$ cat config.mk
export PLATFORM = sky130hd
export DESIGN_NAME = flasher_state_datapath_flat
export DESIGN_NICKNAME = d
export VERILOG_FILES = /design/src/rtl/flasher_state_datapath_if.sv /design/src/rtl/flasher_state_datapath.sv /design/src/flat_wrapper.sv
export SDC_FILE = /design/constraint.sdc
export NUM_CORES = 1
export LEC_CHECK = 0
export BUFFER_PORTS_ARGS = -buffer_cell sky130_fd_sc_hd__buf_4
export CAP_MARGIN = 20
export CELL_PAD_IN_SITES_DETAIL_PLACEMENT = 0
export CELL_PAD_IN_SITES_GLOBAL_PLACEMENT = 1
export CORE_MARGIN = 3
export CORE_UTILIZATION = 28
export CTS_CLUSTER_DIAMETER = 150
export DETAILED_ROUTE_END_ITERATION = 10
export PLACE_DENSITY_LB_ADDON = 0.1
export SYNTH_ARGS = -nofsm -noshare
export SYNTH_HDL_FRONTEND = slang
export SYNTH_SLANG_ARGS = --single-unit
$ cat constraint.sdc
create_clock -name clk -period 1.85 [get_ports clk]
set_input_delay 0.37 -clock clk [delete_from_list [all_inputs] [get_ports clk]]
set_output_delay 0.37 -clock clk [all_outputs]
set_load 0.05 [all_outputs]
$ cat src/rtl/flasher_state_datapath_if.sv
// Generator <-> datapath bus of the bound flasher.
//   master : next-state generator (drives next state, counter controls)
//   slave  : flasher_state_datapath (drives registered state, counter,
//            synchronised flick and kickback request)
interface flasher_state_datapath_if;
   logic [2:0] main_state_n;
   logic [4:0] counter_load;
   logic       counter_load_en;
   logic [1:0] count_state;
   logic [2:0] main_state;
   logic [4:0] counter;
   logic       flick_sync;
   logic       kickback_match;

   modport master (
      output main_state_n, counter_load, counter_load_en, count_state,
      input  main_state, counter, flick_sync, kickback_match
   );

   modport slave (
      input  main_state_n, counter_load, counter_load_en, count_state,
      output main_state, counter, flick_sync, kickback_match
   );
endinterface

$ cat src/rtl/flasher_state_datapath.sv
// Register-and-datapath stage of the bound flasher.
// Holds the main state and 5-bit LED counter, synchronises the raw flick
// input, raises kickback_match at the bound points and drives the LED bar.
// Ports:
//   clk, rst_n  : clock, synchronous active-low reset
//   flick       : asynchronous user input
//   bus         : generator bus (slave side)
//   led         : 16-bit thermometer decode of counter (0 in illegal state 7)
//   cycle_done  : one-cycle pulse after the OFF5_0 -> INIT transition
module flasher_state_datapath #(
   parameter int SYNC_STAGES = 2
) (
   input  logic                      clk,
   input  logic                      rst_n,
   input  logic                      flick,
   flasher_state_datapath_if.slave   bus,
   output logic [15:0]               led,
   output logic                      cycle_done
);

   typedef enum logic [1:0] {
      CNT_HOLD  = 2'd0,
      CNT_UP    = 2'd1,
      CNT_DOWN  = 2'd2,
      CNT_HOLD3 = 2'd3
   } count_e;

   localparam logic [2:0] ST_INIT    = 3'd0;
   localparam logic [2:0] ST_OFF15_5 = 3'd2;
   localparam logic [2:0] ST_OFF10_0 = 3'd4;
   localparam logic [2:0] ST_OFF5_0  = 3'd6;
   localparam logic [2:0] ST_ILLEGAL = 3'd7;

   logic [2:0]             main_state_q;
   logic [4:0]             counter_q;
   logic [4:0]             counter_d;
   logic [SYNC_STAGES-1:0] sync_q;
   logic                   cycle_done_q;
   count_e                 cnt_op;

   assign cnt_op = count_e'(bus.count_state);

   // Load beats counting; count saturates at both ends.
   always_comb begin
      counter_d = counter_q;
      if (bus.counter_load_en) begin
         counter_d = bus.counter_load;
      end else begin
         case (cnt_op)
            CNT_UP:   if (counter_q != 5'd31) counter_d = counter_q + 5'd1;
            CNT_DOWN: if (counter_q != 5'd0)  counter_d = counter_q - 5'd1;
            default:  counter_d = counter_q;
         endcase
      end
   end

   generate
      if (SYNC_STAGES > 1) begin : g_sync_chain
         always_ff @(posedge clk) begin
            if (!rst_n) sync_q <= '0;
            else        sync_q <= {sync_q[SYNC_STAGES-2:0], flick};
         end
      end else begin : g_sync_single
         always_ff @(posedge clk) begin
            if (!rst_n) sync_q <= '0;
            else        sync_q <= flick;
         end
      end
   endgenerate

   // State is taken unfiltered; the generator is responsible for recovering
   // from code 7.
   always_ff @(posedge clk) begin
      if (!rst_n) begin
         main_state_q <= ST_INIT;
         counter_q    <= '0;
         cycle_done_q <= 1'b0;
      end else begin
         main_state_q <= bus.main_state_n;
         counter_q    <= counter_d;
         cycle_done_q <= (main_state_q == ST_OFF5_0) && (bus.main_state_n == ST_INIT);
      end
   end

   assign bus.main_state = main_state_q;
   assign bus.counter    = counter_q;
   assign bus.flick_sync = sync_q[SYNC_STAGES-1];
   assign cycle_done     = cycle_done_q;

   // Registered values only: no combinational path back to the generator.
   assign bus.kickback_match = sync_q[SYNC_STAGES-1] &&
      (((main_state_q == ST_OFF15_5) && (counter_q == 5'd5)) ||
       ((main_state_q == ST_OFF10_0) && (counter_q == 5'd0)));

   // Counts >= 16 naturally light every bit.
   generate
      for (genvar i = 0; i < 16; i++) begin : g_led
         assign led[i] = (main_state_q != ST_ILLEGAL) && (counter_q > 5'(i));
      end
   endgenerate

endmodule

$ cat src/flat_wrapper.sv
// flat-port wrapper written by rule: the top's interface ports become plain ports
module flasher_state_datapath_flat 
#(
   parameter int SYNC_STAGES = 2
)
  (clk, rst_n, flick, led, cycle_done, bus_main_state_n, bus_counter_load, bus_counter_load_en, bus_count_state, bus_main_state, bus_counter, bus_flick_sync, bus_kickback_match);
  flasher_state_datapath_if bus_i ();
  input  logic clk;
  input  logic rst_n;
  input  logic flick;
  output logic [15:0] led;
  output logic cycle_done;
  input wire logic [$bits(bus_i.main_state_n)-1:0] bus_main_state_n;
  input wire logic [$bits(bus_i.counter_load)-1:0] bus_counter_load;
  input wire logic [$bits(bus_i.counter_load_en)-1:0] bus_counter_load_en;
  input wire logic [$bits(bus_i.count_state)-1:0] bus_count_state;
  output wire logic [$bits(bus_i.main_state)-1:0] bus_main_state;
  output wire logic [$bits(bus_i.counter)-1:0] bus_counter;
  output wire logic [$bits(bus_i.flick_sync)-1:0] bus_flick_sync;
  output wire logic [$bits(bus_i.kickback_match)-1:0] bus_kickback_match;
  assign bus_i.main_state_n = bus_main_state_n;
  assign bus_i.counter_load = bus_counter_load;
  assign bus_i.counter_load_en = bus_counter_load_en;
  assign bus_i.count_state = bus_count_state;
  assign bus_main_state = bus_i.main_state;
  assign bus_counter = bus_i.counter;
  assign bus_flick_sync = bus_i.flick_sync;
  assign bus_kickback_match = bus_i.kickback_match;
  flasher_state_datapath #(.SYNC_STAGES(SYNC_STAGES)) u_core (.clk(clk), .rst_n(rst_n), .flick(flick), .bus(bus_i), .led(led), .cycle_done(cycle_done));
endmodule
==> results of run 1 <==
## how the worst min path moves through the flow
stage	to	slack, ns	cells after the start
floorplan	u_core.sync_q[1]$_SDFF_PN0_	0.41	1
global placement	u_core.sync_q[1]$_SDFF_PN0_	0.42	1
detailed placement	u_core.sync_q[1]$_SDFF_PN0_	0.42	1
CTS	u_core.cycle_done$_SDFF_PN0_	0.26	2
global route	u_core.cycle_done$_SDFF_PN0_	0.25	2
finish	u_core.cycle_done$_SDFF_PN0_	0.27	2
## final cells by class
cell class,instances,area share [%]
multi-input combinational,82,46.29
sequential,11,12.32
inverter,5,1.079
clock inverter,1,0.2540
tap,31,1.968
clock buffer,3,1.143
timing repair buffer,75,36.95
## synth_stat cells (all sizes together)
library cell and instances:
or4b 2, nor3 2, mux2 1, ha 6, clkbuf 6, nor3b 3
nand4b 2, a21oi 16, a41oi 1, o221a 1, buf 2, inv 5
nor2 6, and4b 1, and3 2, nand2 4, xor2 2, mux2i 1
nand3 6, a311oi 1, o21ba 1, and2 5, nand2b 2, nor2b 1
o21ai 7, nor4 1, a32oi 1, dfxtp 11, a31oi 1, o21a 1
nand4 1, o211ai 1, or3 3
## cell usage in the layout, fill, tap and decap left out, types with 4 or more instances in the layout
cell,n
buf_4,42
buf_6,26
a21oi_2,8
a21oi_4,8
ha_4,6
and2_1,5
dfxtp_4,5
nor2_4,4
nand3_1,4
buf_8,4
## flip-flops by register name (all words and copies together), names as in the netlist
name                   flops
u_core.sync_q              2
u_core.bus.main_state      3
u_core.bus.counter         5
u_core.cycle_done          1
## where the power goes
part | switching (uW) | internal, uW
Clock | 77.2 | 79.8
Sequential | 14.1 | 252
Combinational | 430 | 342
## metal layers
| layer | wire, um | vias to the layer above |
|---|---|---|
| li1 | - | 532 |
| met1 | 1251 | 487 |
| met2 | 1503 | 26 |
| met3 | 93 | 2 |
| met4 | 22 | 0 |
| met5 | 0 | - |
## critical path, delay by kind of cell (launching register included)
family	cells	cell delay, ns
buffers and inverters	2	0.25
AO/OA/AOI/OAI	1	0.06
flip-flops	1	0.35
adder cells (fa/ha/maj)	1	0.12
AND/OR/NAND/NOR	3	0.83
## timing repair
action / 4_1_cts / 5_1_grt
setup endpoints to repair: 18 / 21
pin swaps: 17 / 10
setup buffers: 6 / 7
gates resized for setup: 63 / 17
cloned: 0 / 0
## cell families after synthesis
logic type               share of synthesized area, %
AND/OR/NAND/NOR                                 29.62
AO/OA/AOI/OAI                                   22.56
buffers and inverters                           7.218
flip-flops                                      26.47
adder cells (fa/ha/maj)                         9.022
XOR/XNOR                                        2.106
multiplexers                                    3.007
## through the flow
stage / hold WS, ns / TNS, ns / instances
3_5_place_dp: 0.4212 / -0.4279 / 193
5_1_grt: 0.2494 / -4.604 / 208
6_report: 0.2675 / -3.046 / 208
3_3_place_gp: 0.4216 / -0.3105 / 193
4_1_cts: 0.2566 / -2.470 / 203
2_1_floorplan: 0.4119 / -1.168 / 106
==> results.toml, run 1 <==
[run_status]
status = "finished with violations"
failed_checks = "negative setup slack"

[detailed_routing]
dr.pass1.iters = 4
wl_per_cell_um = 13.80
dr_total_vias = 1047
drtIter0Drc = 21
via_per_inst = 5.034
drc = 0
wirelength_um = 2871
ant_nets = 0

[clock_tree]
clockBufferDepth = 2
cts_root_buf = "clkbuf_4"
cts_tree = "yes"
cts.htree.levels = 1
insertion_delay_ns = 0.26
numClockSinks = 11
clk_pin_slew_ns = 0.07
ctsHoldBuffers = 0
cts_buffers = 3

[critical_path]
crit_path_end = "bus_kickback_match"
critPathArrivalTime_ns = 1.87
path_cells = "inv_2 > ha_4 > or4b_4 > nor3b_2 > a21oi_2 > nor3b_4 > buf_6"
worstReg2RegEnd = "u_core.bus.counter[0]$_SDFFE_PN0P_"
crit_path_max_fanout = 3
worst_setup_path_start_kind = "flop"
slowest_delay_ns = 0.46
worstSetupPathType = "reg -> out"
crit_slowest_cell = "or4b_4"
timing.rr.start = "u_core.bus.counter[0]$_SDFFE_PN0P_"
crit_path_start = "u_core.bus.counter[0]$_SDFFE_PN0P_"
worstRegToRegCells = 10
regToRegSetupSlack_ns = -0.26
cp.required_ns = 1.48
cp-end-kind = "primary output"

[yosys]
synth_cell_types = 37
yosysTopAreaCell = "dfxtp_1"
synth_nets = 126
synth-seq-area-share_pct = 26.47
synth_seq_cells = 11
synthCells = 106
syn_avg_cell_area_um2 = 7.850
ys_warn_count = 0
synth_top_area_share_pct = 26.47
syn_area_um2 = 832.0
ys_top_cells_by_area = "dfxtp_1 26%, a21oi_1 9.0%, ha_1 9.0%"

[pwr]
p_leak_uw = 0.0008058
power_uw = 1195
vdd_ir_drop_max_mv = 0.4352
power_density_mw_per_mm2 = 606.2

[timing]
post-route-min-period_ns = 2.241
slew_headroom_pct = 77.45
setup_viol = 18
max_freq_ghz = 0.4462
tightest_slew_ns = 0.3338
drv_slew = 0
hold_viol = 0
skew_ns = 0.005963
min_period_over_period_pct = 121.1
rsz0062_at_grt = "yes"
setup_slack_ns = -0.3912

[layout]
fin_area_mm2 = 0.001971
nNetsFinal = 198
syn_to_final_growth_pct = 136.8
diodes = 0
fin_util_pct = 70.25
seqCellArea_um2 = 242.7
nFillCells = 218
layout-drive-gt1-share_pct = 77.40
multi_input_area_um2 = 912.1

[grt]
antenna_found_initial = 0
use_met3_pct = 1.489
grt.total_usage_pct = 16.67
top_usage_layer = "met2"
use_met1_pct = 21.38
grtUsageMet2_pct = 29.32
grt_max_degree = 19
grt_pass1_vias = 1017
gr-total-overflow = 0
grt_pass1_wl_um = 4650

[place]
hpwlAfterDp_um = 2043
postPlaceCellArea_mm2 = 0.001516
dpl_worst_slack_ns = -0.1697
place.gp.congestion = 0.7604
port-buffer-count = 40

[flow_run]
maxCapViolCount = 0

[floorplan]
coreArea_mm2 = 0.002805
pin_count = 41
start_util_pct = 29.66
die-area_mm2 = 0.003661
row_count = 19
die_width_um = 60.51
fp.dieH_um = 60.51

[worst_hold_path]
holdCritStartpoint = "bus_main_state_n[0]"
hold_class = "in -> reg"
No activity file was read; power rests on OpenSTA's default activity.
==> run 2, diff against run 1 <==
--- a/config.mk
+++ b/config.mk
@@ -9,6 +9,7 @@
 export CAP_MARGIN = 20
 export CELL_PAD_IN_SITES_DETAIL_PLACEMENT = 0
 export CELL_PAD_IN_SITES_GLOBAL_PLACEMENT = 1
+export CORE_ASPECT_RATIO = 0.9
 export CORE_MARGIN = 3
 export CORE_UTILIZATION = 28
 export CTS_CLUSTER_DIAMETER = 150
==> results.toml, run 2 (synthesized netlist as in run 1, its figures left out) <==
[clock_tree]
clockBufferDepth = 2
cts.htree.levels = 1
cts_buffers = 3
cts_root_buf = "clkbuf_4"
numClockSinks = 11
insertion_delay_ns = 0.27
clk_pin_slew_ns = 0.08
cts_tree = "yes"

[timing]
whs_ns = 0.2751
setup_viol = 19
setup_slack_ns = -0.4191
max_freq_ghz = 0.4407
post-route-min-period_ns = 2.269
rsz0062_at_grt = "yes"
tightest_slew_ns = 0.2872
skew_ns = 0.01054
drv_slew = 0
slew_headroom_pct = 80.60
tns_ns = -3.392
min_period_over_period_pct = 122.7
hold_viol = 0

[worst_hold_path]
hold_path_depth = 2
hold_class = "in -> reg"

[floorplan]
die-area_mm2 = 0.003663
coreArea_mm2 = 0.002793
start_util_pct = 29.79
die_width_um = 63.46
fp.dieH_um = 57.72
pin_count = 41
row_count = 18

[critical_path]
crit_buf_inv = 2
path_delay_family = "simple AND/OR/NAND/NOR gates"
cp-end-kind = "primary output"
path_cells = "inv_4 > ha_4 > or4b_4 > nor3b_2 > a21oi_2 > nor3b_4 > buf_6"
cp.required_ns = 1.48
worstRegToRegCells = 10
slowest_delay_ns = 0.46
worst-path-stages = 7
crit_path_max_fanout = 2
worst_setup_path_start_kind = "flop"
worstSetupPathType = "reg -> out"
critPathArrivalTime_ns = 1.90
crit_slowest_cell = "or4b_4"

[layout]
layout-drive-gt1-share_pct = 76.74
largest_reg_flops = 5
most-common-layout-cells = "42 x buf_4, 22 x buf_6, 9 x a21oi_2, 7 x a21oi_4, 6 x ha_4"
diodes = 0
nNetsFinal = 193
syn_to_final_growth_pct = 131.0
nFillCells = 239
final_common_cell = "buf_4"

[detailed_routing]
dr_total_vias = 1027
drc = 0
wirelength_um = 2995
ant_nets = 0
wl_per_cell_um = 14.13
dr.pass1.iters = 5
drtIter0Drc = 63
via_per_inst = 4.844

[place]
port-buffer-count = 40
dpl_worst_slack_ns = -0.1868
place.gp.congestion = 0.7672
hpwlAfterDp_um = 2205

[run_status]
status = "finished with violations"
failed_checks = "negative setup slack"

[grt]
grt.total_usage_pct = 16.62
grt_pass1_wl_um = 4892
grt_max_degree = 19
gr-total-overflow = 0
antenna_found_initial = 0
grt_pass1_vias = 1041

[pwr]
vdd_ir_drop_max_mv = 0.4112
p_leak_uw = 0.0007846
power_density_mw_per_mm2 = 612.5

[flow_run]
maxCapViolCount = 0
run 2: layer usage:
layer  up-vias  routed length (um)  track usage [%]
met5         -                   0                0
met4         0                  12            2.769
met3         2                 119            3.295
met2        25                1542            29.91
met1       482                1321            20.92
li1        518                   -                -
run 2: power by group:
group	internal (uW)	switching (uW)
combinational	321	425
sequential	252	15.7
clock	80.0	83.4
run 2: through the flow:
stage,utilization [%],cells,instance area (um2),total power (uW)
6_report,68.82,212,1922,1177
5_1_grt,68.82,212,1922,1244
4_1_cts,64.65,209,1805,1140
3_5_place_dp,53.99,201,1508,869.0
3_3_place_gp,53.99,201,1508,862.3
2_1_floorplan,-,106,1042,675.3
run 2: final cells by class:
type	instances	area, um2	area share [%]
clock inverter	1	5.005	0.2604
inverter	5	23.77	1.237
tap	40	50.05	2.604
sequential	11	242.7	12.63
clock buffer	3	22.52	1.172
multi-input combinational	82	909.6	47.33
timing repair buffer	70	668.1	34.77
run 2: path summary, 6_finish.rpt:
kind / slack [ns] / end / from
setup / recovery: -0.42 / bus_kickback_match / u_core.bus.counter[0]$_SDFFE_PN0P_
hold / removal: 0.28 / u_core.cycle_done$_SDFF_PN0_ / bus_main_state_n[0]
setup reg to reg: -0.26 / u_core.bus.counter[0]$_SDFFE_PN0P_ / u_core.bus.counter[0]$_SDFFE_PN0P_
hold reg to reg: 0.44 / u_core.sync_q[1]$_SDFF_PN0_ / u_core.sync_q[0]$_SDFF_PN0_
run 2: worst register-to-register path: stages, from the launching register on:
cell,delay (ns)
dfxtp_4,0.36
buf_4,0.13
buf_6,0.13
ha_4,0.16
and3_4,0.17
buf_6,0.11
ha_4,0.15
nor3b_4,0.22
a21oi_2,0.07
or4b_1,0.46
nand3_1,0.08
run 2: timing repair:
item                                    4_1_cts  5_1_grt
pin swaps                                    18       20
hold buffers                                  0        0
buffers inserted                              4        5
gates resized for setup                      58       19
endpoints found under the setup margin       19       21
